[src/rtl/eig_pkg.sv]
// rtl/eig_pkg.sv - shared encodings and constants for the eigenvalue issuer
package eig_pkg;

    localparam int F = 16;

    localparam logic [2:0] REG_OVER  = 3'b100;
    localparam logic [2:0] REG_CRIT  = 3'b010;
    localparam logic [2:0] REG_UNDER = 3'b001;
    localparam logic [2:0] REG_NONE  = 3'b000;

    // A core that never raises busy is treated as done after this many cycles
    localparam int ACK_WAIT_CYCLES = 4;

    typedef enum logic [2:0] {
        ST_IDLE,
        ST_ISSUE,
        ST_WAIT_ACK,
        ST_WAIT_DONE,
        ST_PRESENT
    } issuer_state_t;

endpackage

[src/rtl/sync_fifo.sv]
// rtl/sync_fifo.sv - single-clock FIFO with occupancy count and enable hold
module sync_fifo #(
    parameter int W2    = 64,
    parameter int DEPTH = 4,
    localparam int AW   = $clog2(DEPTH)
) (
    input  logic          clk,
    input  logic          rst_n,
    input  logic          ena,
    input  logic          push,
    input  logic [W2-1:0] push_data,
    input  logic          pop,
    output logic [W2-1:0] pop_data,
    output logic [AW:0]   level,
    output logic          full,
    output logic          empty
);

    logic [W2-1:0] mem [DEPTH];
    logic [AW-1:0] wr_ptr;
    logic [AW-1:0] rd_ptr;
    logic          do_push;
    logic          do_pop;

    assign full     = (level == (AW+1)'(DEPTH));
    assign empty    = (level == '0);
    assign do_push  = ena & push & ~full;
    assign do_pop   = ena & pop & ~empty;
    assign pop_data = mem[rd_ptr];

    // Pointers are AW bits wide, so wrap modulo DEPTH falls out of the width
    always_ff @(posedge clk or negedge rst_n) begin
        if (!rst_n) begin
            wr_ptr <= '0;
            rd_ptr <= '0;
            level  <= '0;
        end else begin
            if (do_push) wr_ptr <= wr_ptr + 1'b1;
            if (do_pop)  rd_ptr <= rd_ptr + 1'b1;
            if (do_push && !do_pop)      level <= level + 1'b1;
            else if (!do_push && do_pop) level <= level - 1'b1;
        end
    end

    always_ff @(posedge clk) begin
        if (do_push) mem[wr_ptr] <= push_data;
    end

endmodule

[src/rtl/eig_issuer.sv]
// rtl/eig_issuer.sv - queues coefficient pairs, issues them to the eigen core, presents results
module eig_issuer
    import eig_pkg::*;
#(
    parameter int DEPTH   = 4,
    parameter int TIMEOUT = 1024,
    parameter int W       = 32,
    localparam int LW     = $clog2(DEPTH) + 1
) (
    input  logic                clk,
    input  logic                rst_n,
    input  logic                ena,
    input  logic                req_valid,
    output logic                req_ready,
    input  logic signed [W-1:0] req_a0,
    input  logic signed [W-1:0] req_a1,
    output logic                core_data_rdy,
    output logic signed [W-1:0] core_a0,
    output logic signed [W-1:0] core_a1,
    input  logic                core_busy,
    input  logic signed [W-1:0] core_kappa,
    input  logic signed [W-1:0] core_inv_kappa,
    input  logic [2:0]          core_regime,
    output logic                res_valid,
    input  logic                res_ready,
    output logic signed [W-1:0] res_kappa,
    output logic signed [W-1:0] res_inv_kappa,
    output logic [2:0]          res_regime,
    output logic                res_timeout,
    output logic [LW-1:0]       fifo_level,
    output logic                err_sticky
);

    localparam int CW = $clog2(TIMEOUT) + 1;
    localparam logic [CW-1:0] TC_LAST  = CW'(TIMEOUT - 1);
    localparam logic [CW-1:0] ACK_LAST = CW'(ACK_WAIT_CYCLES - 1);

    issuer_state_t state, state_nxt;
    logic [CW-1:0] tcnt;
    logic [CW-1:0] tcnt_nxt;
    logic [2*W-1:0] fifo_head;
    logic fifo_full;
    logic fifo_empty;
    logic pop;
    logic capture;
    logic abort;
    logic tcnt_clr;
    logic tcnt_inc;

    sync_fifo #(.W2(2*W), .DEPTH(DEPTH)) u_fifo (
        .clk       (clk),
        .rst_n     (rst_n),
        .ena       (ena),
        .push      (req_valid),
        .push_data ({req_a0, req_a1}),
        .pop       (pop),
        .pop_data  (fifo_head),
        .level     (fifo_level),
        .full      (fifo_full),
        .empty     (fifo_empty)
    );

    assign req_ready     = ~fifo_full;
    assign core_data_rdy = (state == ST_ISSUE) & ena;
    assign tcnt_nxt      = tcnt + 1'b1;

    always_comb begin
        state_nxt = state;
        pop       = 1'b0;
        capture   = 1'b0;
        abort     = 1'b0;
        tcnt_clr  = 1'b0;
        tcnt_inc  = 1'b0;
        case (state)
            // Waiting on core_busy low here keeps a late finisher from a timed-out job from overlapping the next issue
            ST_IDLE: begin
                if (!fifo_empty && !res_valid && !core_busy) begin
                    pop       = 1'b1;
                    state_nxt = ST_ISSUE;
                end
            end
            ST_ISSUE: begin
                tcnt_clr  = 1'b1;
                state_nxt = ST_WAIT_ACK;
            end
            ST_WAIT_ACK: begin
                tcnt_inc = 1'b1;
                if (tcnt_nxt == TC_LAST)  abort     = 1'b1;
                else if (core_busy)       state_nxt = ST_WAIT_DONE;
                else if (tcnt == ACK_LAST) capture  = 1'b1;
            end
            ST_WAIT_DONE: begin
                tcnt_inc = 1'b1;
                if (tcnt_nxt == TC_LAST) abort   = 1'b1;
                else if (!core_busy)     capture = 1'b1;
            end
            ST_PRESENT: begin
                if (res_ready) state_nxt = ST_IDLE;
            end
            default: state_nxt = ST_IDLE;
        endcase
        if (capture || abort) state_nxt = ST_PRESENT;
    end

    always_ff @(posedge clk or negedge rst_n) begin
        if (!rst_n) begin
            state         <= ST_IDLE;
            tcnt          <= '0;
            core_a0       <= '0;
            core_a1       <= '0;
            res_valid     <= 1'b0;
            res_kappa     <= '0;
            res_inv_kappa <= '0;
            res_regime    <= REG_NONE;
            res_timeout   <= 1'b0;
            err_sticky    <= 1'b0;
        end else if (ena) begin
            state <= state_nxt;
            if (tcnt_clr)      tcnt <= '0;
            else if (tcnt_inc) tcnt <= tcnt_nxt;
            if (pop) begin
                core_a0 <= fifo_head[2*W-1:W];
                core_a1 <= fifo_head[W-1:0];
            end
            if (capture) begin
                res_kappa     <= core_kappa;
                res_inv_kappa <= core_inv_kappa;
                res_regime    <= core_regime;
                res_timeout   <= 1'b0;
            end else if (abort) begin
                res_kappa     <= '0;
                res_inv_kappa <= '0;
                res_regime    <= REG_NONE;
                res_timeout   <= 1'b1;
                err_sticky    <= 1'b1;
            end
            if (capture || abort)                   res_valid <= 1'b1;
            else if (state == ST_PRESENT && res_ready) res_valid <= 1'b0;
        end
    end

endmodule

[config.mk]
export PLATFORM = sky130hd
export DESIGN_NAME = eig_issuer
export DESIGN_NICKNAME = d
export VERILOG_FILES = /design/src/rtl/eig_pkg.sv /design/src/rtl/sync_fifo.sv /design/src/rtl/eig_issuer.sv
export SDC_FILE = /design/constraint.sdc
export NUM_CORES = 1
export LEC_CHECK = 0
export BUFFER_PORTS_ARGS = -buffer_cell sky130_fd_sc_hd__buf_2
export CORE_AREA = 2 2 230 232
export CTS_CLUSTER_SIZE = 16
export DETAILED_ROUTE_END_ITERATION = 8
export DIE_AREA = 0 0 232 234
export PLACE_DENSITY = 0.58
export REMOVE_ABC_BUFFERS = 1
export SLEW_MARGIN = 10
export SYNTH_ARGS = -nofsm -noshare
export SYNTH_HDL_FRONTEND = slang
export SYNTH_HIERARCHICAL = 1
export SYNTH_SLANG_ARGS = --single-unit
[constraint.sdc]
create_clock -name clk -period 3.6 [get_ports clk]
set_input_delay 0.72 -clock clk [delete_from_list [all_inputs] [get_ports clk]]
set_output_delay 0.72 -clock clk [all_outputs]
set_load 0.02 [all_outputs]
# Yosys cells after proc, flatten, opt, wreduce, memory -nomap -nowiden
# Memories as Yosys holds them, arrays and structs flattened. A register that Yosys moved wholly into a read port is not among the register bits.
# Cells that the tools add are included.
[op_classes]
reduce_logical = 25
n_bitwise = 8
add_sub_neg = 5
eq_ne = 12
muxes = 33
[ops]
columns = ["operator", "n"]
rows = [
  ["32-bit two-way mux", 3],
  ["3-bit two-way mux", 9],
  ["11-bit two-way mux", 2],
  ["1-bit two-way mux", 17],
  ["3-bit one-hot mux with 5 select lines", 1],
  ["3-bit != test, second input constant", 4],
  ["11-bit by 1-bit adder with 11-bit output, second input constant", 1],
  ["11-bit by 10-bit equality test with 1-bit output, second input constant", 1],
  ["11-bit by 2-bit equality test with 1-bit output, second input constant", 1],
  ["2-bit AND reduction", 4],
  ["2-bit nonzero test", 4],
  ["3-bit by 2-bit equality test with 1-bit output, second input constant", 2],
  ["3-bit equality test, second input constant", 2],
  ["1-bit logical NOT", 6],
  ["3-bit logical NOT", 2],
  ["6-bit AND reduction", 1],
  ["1-bit AND", 5],
  ["1-bit logical AND", 5],
  ["2-bit by 1-bit adder with 2-bit output, second input constant", 2],
  ["3-bit by 1-bit adder with 3-bit output, second input constant", 1],
  ["3-bit by 1-bit equality test with 1-bit output, second input constant", 1],
  ["1-bit NOT", 3],
  ["3-bit AND reduction", 1],
  ["3-bit by 1-bit subtractor with 3-bit output, second input constant", 1],
  ["other kinds (4)", 4],
]
[word_totals]
ramBits = 256
inputBits = 137
ff_bits = 91
output_inout_bits = 139
wordCells = 95
memories = 1
[mem_list]
columns = ["name", "words", "word_bits", "read_ports", "rd_ports_with_merged_regs", "write_ports", "line", "rtl"]
rows = [
  ["u_fifo.mem", 4, 64, 1, 1, 1, "sync_fifo.sv:19", "logic [W2-1:0] mem [DEPTH];"],
]

# Logic depth before layout (Yosys ltp)
# Gate-level depths: netlist of run 1.
[logic_depth]
depth_word = 11
ltp_mapped = 10
depth_no_buf = 10

# By module
# Netlist of run 1, hierarchy kept.
[modules_own_cells]
columns = ["module", "n_inst", "seq_area_each_um2", "area_per_inst_um2", "cells_per_inst"]
rows = [
  ["sync_fifo", 1, 7862.5, 9658.0, 370],
  ["eig_issuer", 1, 3703.6, 5794.3, 410],
]

# Least setup slack after synthesis of run 1
# No wires, ideal clock.
[synth_timing]
path_kind = "input-to-reg"
start = "input port ena"
end = "memory u_fifo.mem[0][0], enable pin"
slack_ps = 656
setup_ps = 429
required_ps = 3171
path_buffers = 0
arrival_time_ps = 2515
stages = 3
cell_sequence = "nand2_1 nor2_2 and2_1"
[synth_between]
elab_chain_len = 4
[synth_lines]
columns = ["element", "line", "rtl"]
rows = [
  ["start: declaration", "eig_issuer.sv:12", "input logic ena,"],
  ["1-bit AND (2 in a row)", "sync_fifo.sv:27", "assign do_push = ena & push & ~full;"],
  ["named net u_fifo.do_push", "sync_fifo.sv:22", "logic do_push;"],
  ["1-bit two-way mux", "sync_fifo.sv:46", "if (do_push) mem[wr_ptr] <= push_data;"],
  ["1-bit two-way mux (implied by the code)", "sync_fifo.sv:46", ""],
  ["end: declaration", "sync_fifo.sv:19", ""],
]
# The timed path passes the listed nets, and every way through them passes these cells.

# Worst setup path in the final report of run 1
[layout_timing]
start = "register u_fifo.level[0]"
end = "register u_fifo.level[1]"
[layout_between]
elab_chain_len = 11
word_cells_on_any_way = 21
classes_between = "2 x add/sub; 1 x eq/ne; 4 x mux; 5 x bitwise; 9 x reduce/logical"
[layout_lines]
columns = ["element", "line", "rtl"]
rows = [
  ["start: declaration", "sync_fifo.sv:14", "output logic [AW:0] level,"],
  ["start signal: assignment", "sync_fifo.sv:40", "if (do_push && !do_pop) level <= level + 1'b1;"],
  ["start signal: assignment", "sync_fifo.sv:41", "else if (!do_push && do_pop) level <= level - 1'b1;"],
  ["3-bit logical NOT *", "sync_fifo.sv:26", "assign empty = (level == '0);"],
  ["named net fifo_empty", "eig_issuer.sv:43", "logic fifo_empty;"],
  ["1-bit logical NOT *", "eig_issuer.sv:77", "if (!fifo_empty && !res_valid && !core_busy) begin"],
  ["1-bit logical AND * (2 in a row)", "eig_issuer.sv:77", ""],
  ["1-bit two-way mux *", "eig_issuer.sv:77", ""],
  ["1-bit two-way mux *", "eig_issuer.sv:74", "case (state)"],
  ["named net pop", "eig_issuer.sv:44", "logic pop;"],
  ["1-bit AND * (2 in a row)", "sync_fifo.sv:28", "assign do_pop = ena & pop & ~empty;"],
  ["1-bit logical NOT", "sync_fifo.sv:40", ""],
  ["1-bit logical AND", "sync_fifo.sv:40", ""],
  ["3-bit two-way mux / 2-bit nonzero test (equally long branches)", "-", ""],
]
# Mark *: on every way through the listed nets, which the timed path passes. The rest lies on a longest branch. The select of a mux whose other input is x is not followed.
# A chain may end at the register's enable or synchronous reset.

==> results of run 1 <==
cells by family after synthesis:
logic type               Yosys count  share of synthesized area
multiplexers                     132                      0.143
flip-flops                       411                      0.749
AO/OA/AOI/OAI                     99                     0.0522
adder cells (fa/ha/maj)            8                    0.00696
buffers and inverters             56                     0.0212
AND/OR/NAND/NOR                   62                     0.0215
XOR/XNOR                          12                    0.00680
power breakdown:
part | total (mW) | switching (mW) | internal, mW
clock network | 4.52 | 1.86 | 2.66
logic | 4.31 | 2.36 | 1.95
registers | 6.82 | 0.708 | 6.11
total | 15.7 | 4.93 | 10.7
state kept, by name, summed over array words and instances, names as in the netlist:
| register | flops |
|---|---|
| u_fifo/level | 3 |
| state | 3 |
| res_inv_kappa | 32 |
| res_timeout | 1 |
| tcnt | 11 |
| core_a0 | 32 |
| res_kappa | 32 |
| u_fifo/rd_ptr | 2 |
| core_a1 | 32 |
| u_fifo/wr_ptr | 2 |
| err_sticky | 1 |
| u_fifo/mem | 256 |
| res_regime | 3 |
| res_valid | 1 |
synthesized netlist by cell type (7+ instances only):
cell	count	share of area
nor2_1	8	0.0019
buf_6	12	0.0087
mux2_2	66	0.048
mux4_2	64	0.093
dfrtp_1	155	0.25
nand2_1	18	0.0044
o21ai_0	16	0.0052
xnor2_1	7	0.0040
a22o_1	67	0.038
clkbuf_1	21	0.0051
buf_2	10	0.0032
inv_1	9	0.0022
ha_1	7	0.0057
edfxtp_1	256	0.50
layer usage:
metal,vias up,wire [um],part of all wire,global-route usage
met2,301,16400,0.47,0.207
met4,12,1120,0.032,0.0501
met5,-,80,0.0023,0
met3,78,3160,0.090,0.0463
li1,3699,-,-,-
met1,4236,14500,0.41,0.156
worst max-delay path: cells and delay by family, from the launching register on:
kind	cells	cell delay [ns]
simple gates	3	0.67
mux	1	0.27
flops	1	0.51
buf+inv	2	0.26
compound gates	1	0.13
fa+ha+maj	2	0.64
through the flow:
stage	power [mW]	worst slack, ns	hold slack [ns]
after floorplan	9.63	-0.184	0.424
after global placement	11.3	0.776	0.449
after detailed placement	11.3	0.761	0.479
after CTS	16.0	0.971	0.147
after global routing	16.5	0.873	0.181
final	15.7	1.00	0.153
how the worst max path moves through the flow:
stage	from	endpoint	slack (ns)	depth (start not counted)
after detailed placement	core_busy	u_fifo/level[1]	0.76	9
final	u_fifo/level[0]	u_fifo/level[1]	1.00	9
after global routing	u_fifo/level[0]	u_fifo/level[1]	0.87	9
after global placement	core_busy	u_fifo/level[1]	0.78	9
after CTS	u_fifo/level[0]	u_fifo/level[1]	0.97	9
after floorplan	tcnt[2]	state[1]	-0.18	6
cell type report:
| class | instances | area [um^2] | area share |
|---|---|---|---|
| sequential | 411 | 11600 | 0.604 |
| multi-input combinational | 313 | 3580 | 0.187 |
| timing repair buffer | 294 | 1650 | 0.0861 |
| clock buffer | 66 | 1300 | 0.0676 |
| tap | 688 | 861 | 0.0449 |
| clock inverter | 17 | 175 | 0.00914 |
| inverter | 9 | 33.8 | 0.00176 |
| antenna | 1 | 2.50 | 0.000131 |
==> run_results.csv, run 1 <==
group,metric,value,unit
setup_path,crit_slowest_cell,"dfrtp_1",
job,drv_cap,0,
finish,most-common-layout-cells,"buf_2, edfxtp_1, dfrtp_1",
finish,final_area,19200,um^2
setup_path,r2r_setup_slack,1.00,ns
setup_path,critPathLaunchType,"register",
global_routing,grt_pass1_wl,51.7,mm
route,viasPerCell,4.63,
setup_path,criticalPathCategory,"reg -> reg",
synthesis,ys_seq_elements,411,
finish,nNetsFinal,1219,
power_and_ir_drop,ir_drop,419,uV
global_routing,antenna_found_initial,7,
synthesis,synthFlopType,"edfxtp_1",
floorplanning,dieArea,54300,um^2
route,routed_wl,35.2,mm
setup_path,worstRegToRegCells,9,
cts,worstSkewPairLatency,0.57,ns
cts,hold_buffers,0,
cts,clock_path_buffers,3,
sta,setup-violations-final,0,
worst_hold_path,hold_path.class,"in -> async",
floorplanning,design.core.area,52000,um^2
finish,area_delta_synth_final,24.1,%
route,drc_errors,0,
setup_path,r2r-start,"u_fifo/level[0]",
power_and_ir_drop,p_per_area,816,nW/um^2
sta,fin_crit,2.60,ns
sta,tightest_slew,1.26,ns
floorplanning,rows,84,
floorplanning,initial_core_util,0.297,
route,wl_per_cell,19.6,um
synthesis,synth_edf_count,256,
synthesis,synth.cell_area,15500,um^2
global_routing,overflow,0,
synthesis,synth.distinct_cells,46,
route,postRouteAntennaNets,0,
sta,max_freq,385,MHz
floorplanning,die_h,234,um
sta,finalCritPeriodShare,0.722,
cts,post_cts_resized,0,
global_routing,grt_max_degree,70,
cts,htreeDepth,2,
finish,nFillCells,4891,
floorplanning,ioPinCount,276,
synthesis,synth-seq-area-share,0.749,
sta,slew_headroom,0.150,
sta,tns,0,ns
synthesis,synth_warnings,6,
place,place_area,17700,um^2
synthesis,async_flop_share,0.377,
synthesis,avgSynthCellArea,19.8,um^2
route,first_pass_iters,5,
setup_path,worst_ep_required_time,4.04,ns
place,port_buffers,275,
place,gp_congestion,0.745,
cts,cts_tree,"done",
route,first_iter_violations,375,
floorplanning,die_x,232,um
route,vias,8326,
run_status,status,"finished, final reports clean",
cts,postCtsSetupRepairBufs,0,
setup_path,crit_path_max_incr_delay,0.51,ns
setup_path,path_cells,"nor3_1, or3_1, nor4_1, buf_4, o311ai_2, ha_1, inv_1, fa_1, mux2_2",
setup_path,end_kind,"register",
place,hpwl,22.0,mm
synthesis,synth_cells,780,
cts,root_buffer,"clkbuf_16",
cts,cts_buffers,45,
setup_path,r2r_end,"u_fifo/level[1]",
cts,path_clk_slew,0.06,ns
global_routing,grtUsageTotal,0.128,
setup_path,critPathMaxFanout,6,
place,place_inst,1715,
sta,finClkSkew,0.0189,ns
global_routing,grt_pass1_vias,8534,
finish,drive_gt1_frac,0.456,
setup_path,critPathArrivalTime,3.04,ns
finish,final_cell_count_no_fill,1799,
power_and_ir_drop,power.leakage,7.63,nW
sta,maxSlewViolCount,0,
finish,final_common_cell,"buf_2",
sta,hold_violations,0,
cts,clock-sinks,411,
finish,final_util,0.368,
sta,rsz0062_at_grt,"no",
Note: power is estimated with default switching activity, not from simulation.
==> run 2: changes to the inputs <==
- ABC_AREA: default -> 1
- CORE_AREA: 2 2 230 232 -> 2 2 240 242
- DIE_AREA: 0 0 232 234 -> 0 0 242 244
- clock period: 3.6 -> 2.6 ns (I/O delays scaled with it)
==> run 2 against run 1 <==
Register-to-register slack lost 0.74 ns. Cell count grew 38%. Die area grew 8.8%. Global-route usage is 0.49 points higher. Non-clock buffer count up 14. First-iteration DRC count up 59%. Sequential share of layout area down 4.4 points.
==> run_results.csv, run 2 <==
group,metric,value,unit
cts,worstSkewPairLatency,0.58,ns
setup_path,critPathMaxFanout,4,
synthesis,synth_compound_area_frac,0.0635,
synthesis,synth_simple_gate_area_share,0.127,
finish,area_delta_synth_final,23.2,%
finish,largest_register,"u_fifo/mem",
synthesis,avgSynthCellArea,12.0,um^2
route,wl_per_cell,15.8,um
synthesis,synth_top_area_frac,0.458,
cts,cts_buffers,47,
synthesis,yosys-top-cells-area,"edfxtp_1, dfrtp_1, nand2_1",
finish,final_area,20700,um^2
place,place_inst,2396,
synthesis,synth_mux_area_frac,0.0429,
setup_path,end_kind,"register",
finish,nNetsFinal,1835,
sta,slew_headroom,0.455,
finish,largest_reg_flops,256,
sta,maxSlewViolCount,0,
global_routing,antenna_found_initial,7,
global_routing,grt_pass1_vias,11000,
synthesis,synth_cells,1404,
floorplanning,dieArea,59000,um^2
cts,htreeDepth,2,
finish,most-common-layout-cells,"nand2_1, buf_2, edfxtp_1",
setup_path,critPathArrivalTime,2.77,ns
setup_path,critPathLaunchType,"register",
route,postRouteAntennaNets,0,
sta,tightest_slew,0.817,ns
route,first_iter_violations,597,
cts,cts_tree,"done",
power_and_ir_drop,power.leakage,9.25,nW
sta,finalCritPeriodShare,0.899,
synthesis,synthFlopType,"edfxtp_1",
setup_path,worst_ep_required_time,3.03,ns
worst_hold_path,hold_path.class,"in -> reg",
floorplanning,rows,87,
synthesis,synth_top_family_by_area,"simple AND/OR/NAND/NOR gates",
global_routing,overflow,0,
synthesis,synthAdderAreaFrac,0.00641,
sta,finClkSkew,0.0295,ns
route,routed_wl,39.3,mm
finish,final_common_cell,"nand2_1",
floorplanning,ioPinCount,276,
cts,path_clk_slew,0.06,ns
synthesis,synth.cell_area,16800,um^2
sta,fin_crit,2.34,ns
synthesis,synth.top_cells.by_count,"nand2_1, edfxtp_1, inv_1",
global_routing,grt_pass1_wl,61.8,mm
route,drc_errors,0,
cts,root_buffer,"clkbuf_16",
finish,final_util,0.368,
sta,max_freq,428,MHz
place,port_buffers,275,
cts,hold_buffers,1,
setup_path,criticalPathCategory,"reg -> reg",
floorplanning,die_h,244,um
place,hpwl,25.0,mm
finish,multi_input_area,4080,um^2
job,drv_cap,0,
route,first_pass_iters,5,
synthesis,async_flop_share,0.377,
power_and_ir_drop,ir_drop,539,uV
finish,seq_area,11600,um^2
finish,drive_gt1_frac,0.271,
place,gp_congestion,0.937,
synthesis,synth-seq-area-share,0.689,
sta,tns,0,ns
synthesis,synth_xor_area_frac,0.000522,
finish,final_cell_count_no_fill,2487,
synthesis,synth_most_common_cell,"nand2_1",
finish,nFillCells,5528,
cts,postCtsSetupRepairBufs,0,
place,place_area,19100,um^2
floorplanning,initial_core_util,0.299,
sta,hold_violations,0,
route,vias,11100,
global_routing,grt_max_degree,94,
global_routing,grtUsageTotal,0.133,
cts,post_cts_resized,0,
synthesis,synth.distinct_cells,27,
run_status,status,"finished, final reports clean",
sta,rsz0062_at_grt,"no",
cts,clock-sinks,411,
synthesis,synth.largest_area_cell,"edfxtp_1",
route,viasPerCell,4.45,
power_and_ir_drop,p_per_area,1130,nW/um^2
synthesis,ys_seq_elements,411,
sta,setup-violations-final,0,
floorplanning,die_x,242,um
floorplanning,design.core.area,56200,um^2
synthesis,synth_warnings,6,
cts,clock_path_buffers,3,
synthesis,synth_edf_count,256,
-- run 2: changes by cell type after synthesis, sizes merged, moves of 6 or more --
cell    previous run  this run
a22o              67         0
mux4              64         0
o211ai             0       128
buf               26        60
nand2             18       402
clkbuf            21        11
nand3              5        87
inv                9       177
nor2               9        25
xnor2              7         1
o21ai             16        10
-- run 2: cell type report --
type | instances | area share
Sequential cell | 411 | 0.559
Multi-Input combinational cell | 745 | 0.197
Inverter | 177 | 0.0325
Clock buffer | 60 | 0.0631
Antenna cell | 3 | 0.000363
Timing Repair Buffer | 308 | 0.0874
Clock inverter | 27 | 0.0144
Tap cell | 756 | 0.0457
-- run 2: worst max-delay path: stages, from the launching register on --
cell and delay, ns:
dfrtp_1 0.43, inv_1 0.08, nand3_1 0.14, inv_1 0.09, nor4_2 0.29, nand2_1 0.09, inv_1 0.09, nand2_1 0.09
ha_1 0.21, inv_1 0.09, fa_1 0.43, nand2_1 0.09, o21ai_0 0.09
-- run 2: metal layers --
layer,up-vias,wire (um),track usage
met5,-,54,0
met4,10,1190,0.0456
met3,82,2610,0.0365
met2,307,18500,0.222
met1,5316,16900,0.165
li1,5342,-,-
-- run 2: final timing paths --
check,start,to,slack (ns),cells past startpoint
max reg2reg,u_fifo/level[0],u_fifo/level[1],0.26,12
max in group asynchronous,rst_n,res_regime[0],1.45,3
max,u_fifo/level[0],u_fifo/level[1],0.26,12
min reg2reg,err_sticky,err_sticky,0.48,2
min,req_a1[3],u_fifo/mem[1][3],0.15,1
min in group asynchronous,rst_n,res_kappa[11],0.48,2
-- run 2: cells by family after synthesis --
| logic type | after synthesis |
|---|---|
| AOI/OAI and AO/OA | 147 |
| buffers and inverters | 248 |
| muxes | 64 |
| xor gates and xnor gates | 1 |
| adders and majority gates | 8 |
| and+or+nand+nor | 525 |
| DFF | 411 |
-- run 2: report_power, final --
| group | switching [mW] | total [mW] | internal (mW) | leakage, nW |
|---|---|---|---|---|
| Sequential | 0.834 | 9.35 | 8.52 | 4.26 |
| Clock | 2.74 | 6.74 | 4.00 | 0.781 |
| Combinational | 4.70 | 7.28 | 2.58 | 4.21 |
| Total | 8.28 | 23.4 | 15.1 | 9.25 |
-- run 2: metrics by stage --
stage	setup WS, ns	hold slack, ns	total power [mW]
final	0.263	0.151	23.4
after global routing	0.0381	0.120	24.9
after CTS	0.274	0.108	23.8
after detailed placement	0.302	0.468	16.9
after global placement	0.356	0.448	16.7
after floorplan	-1.44	0.224	14.0
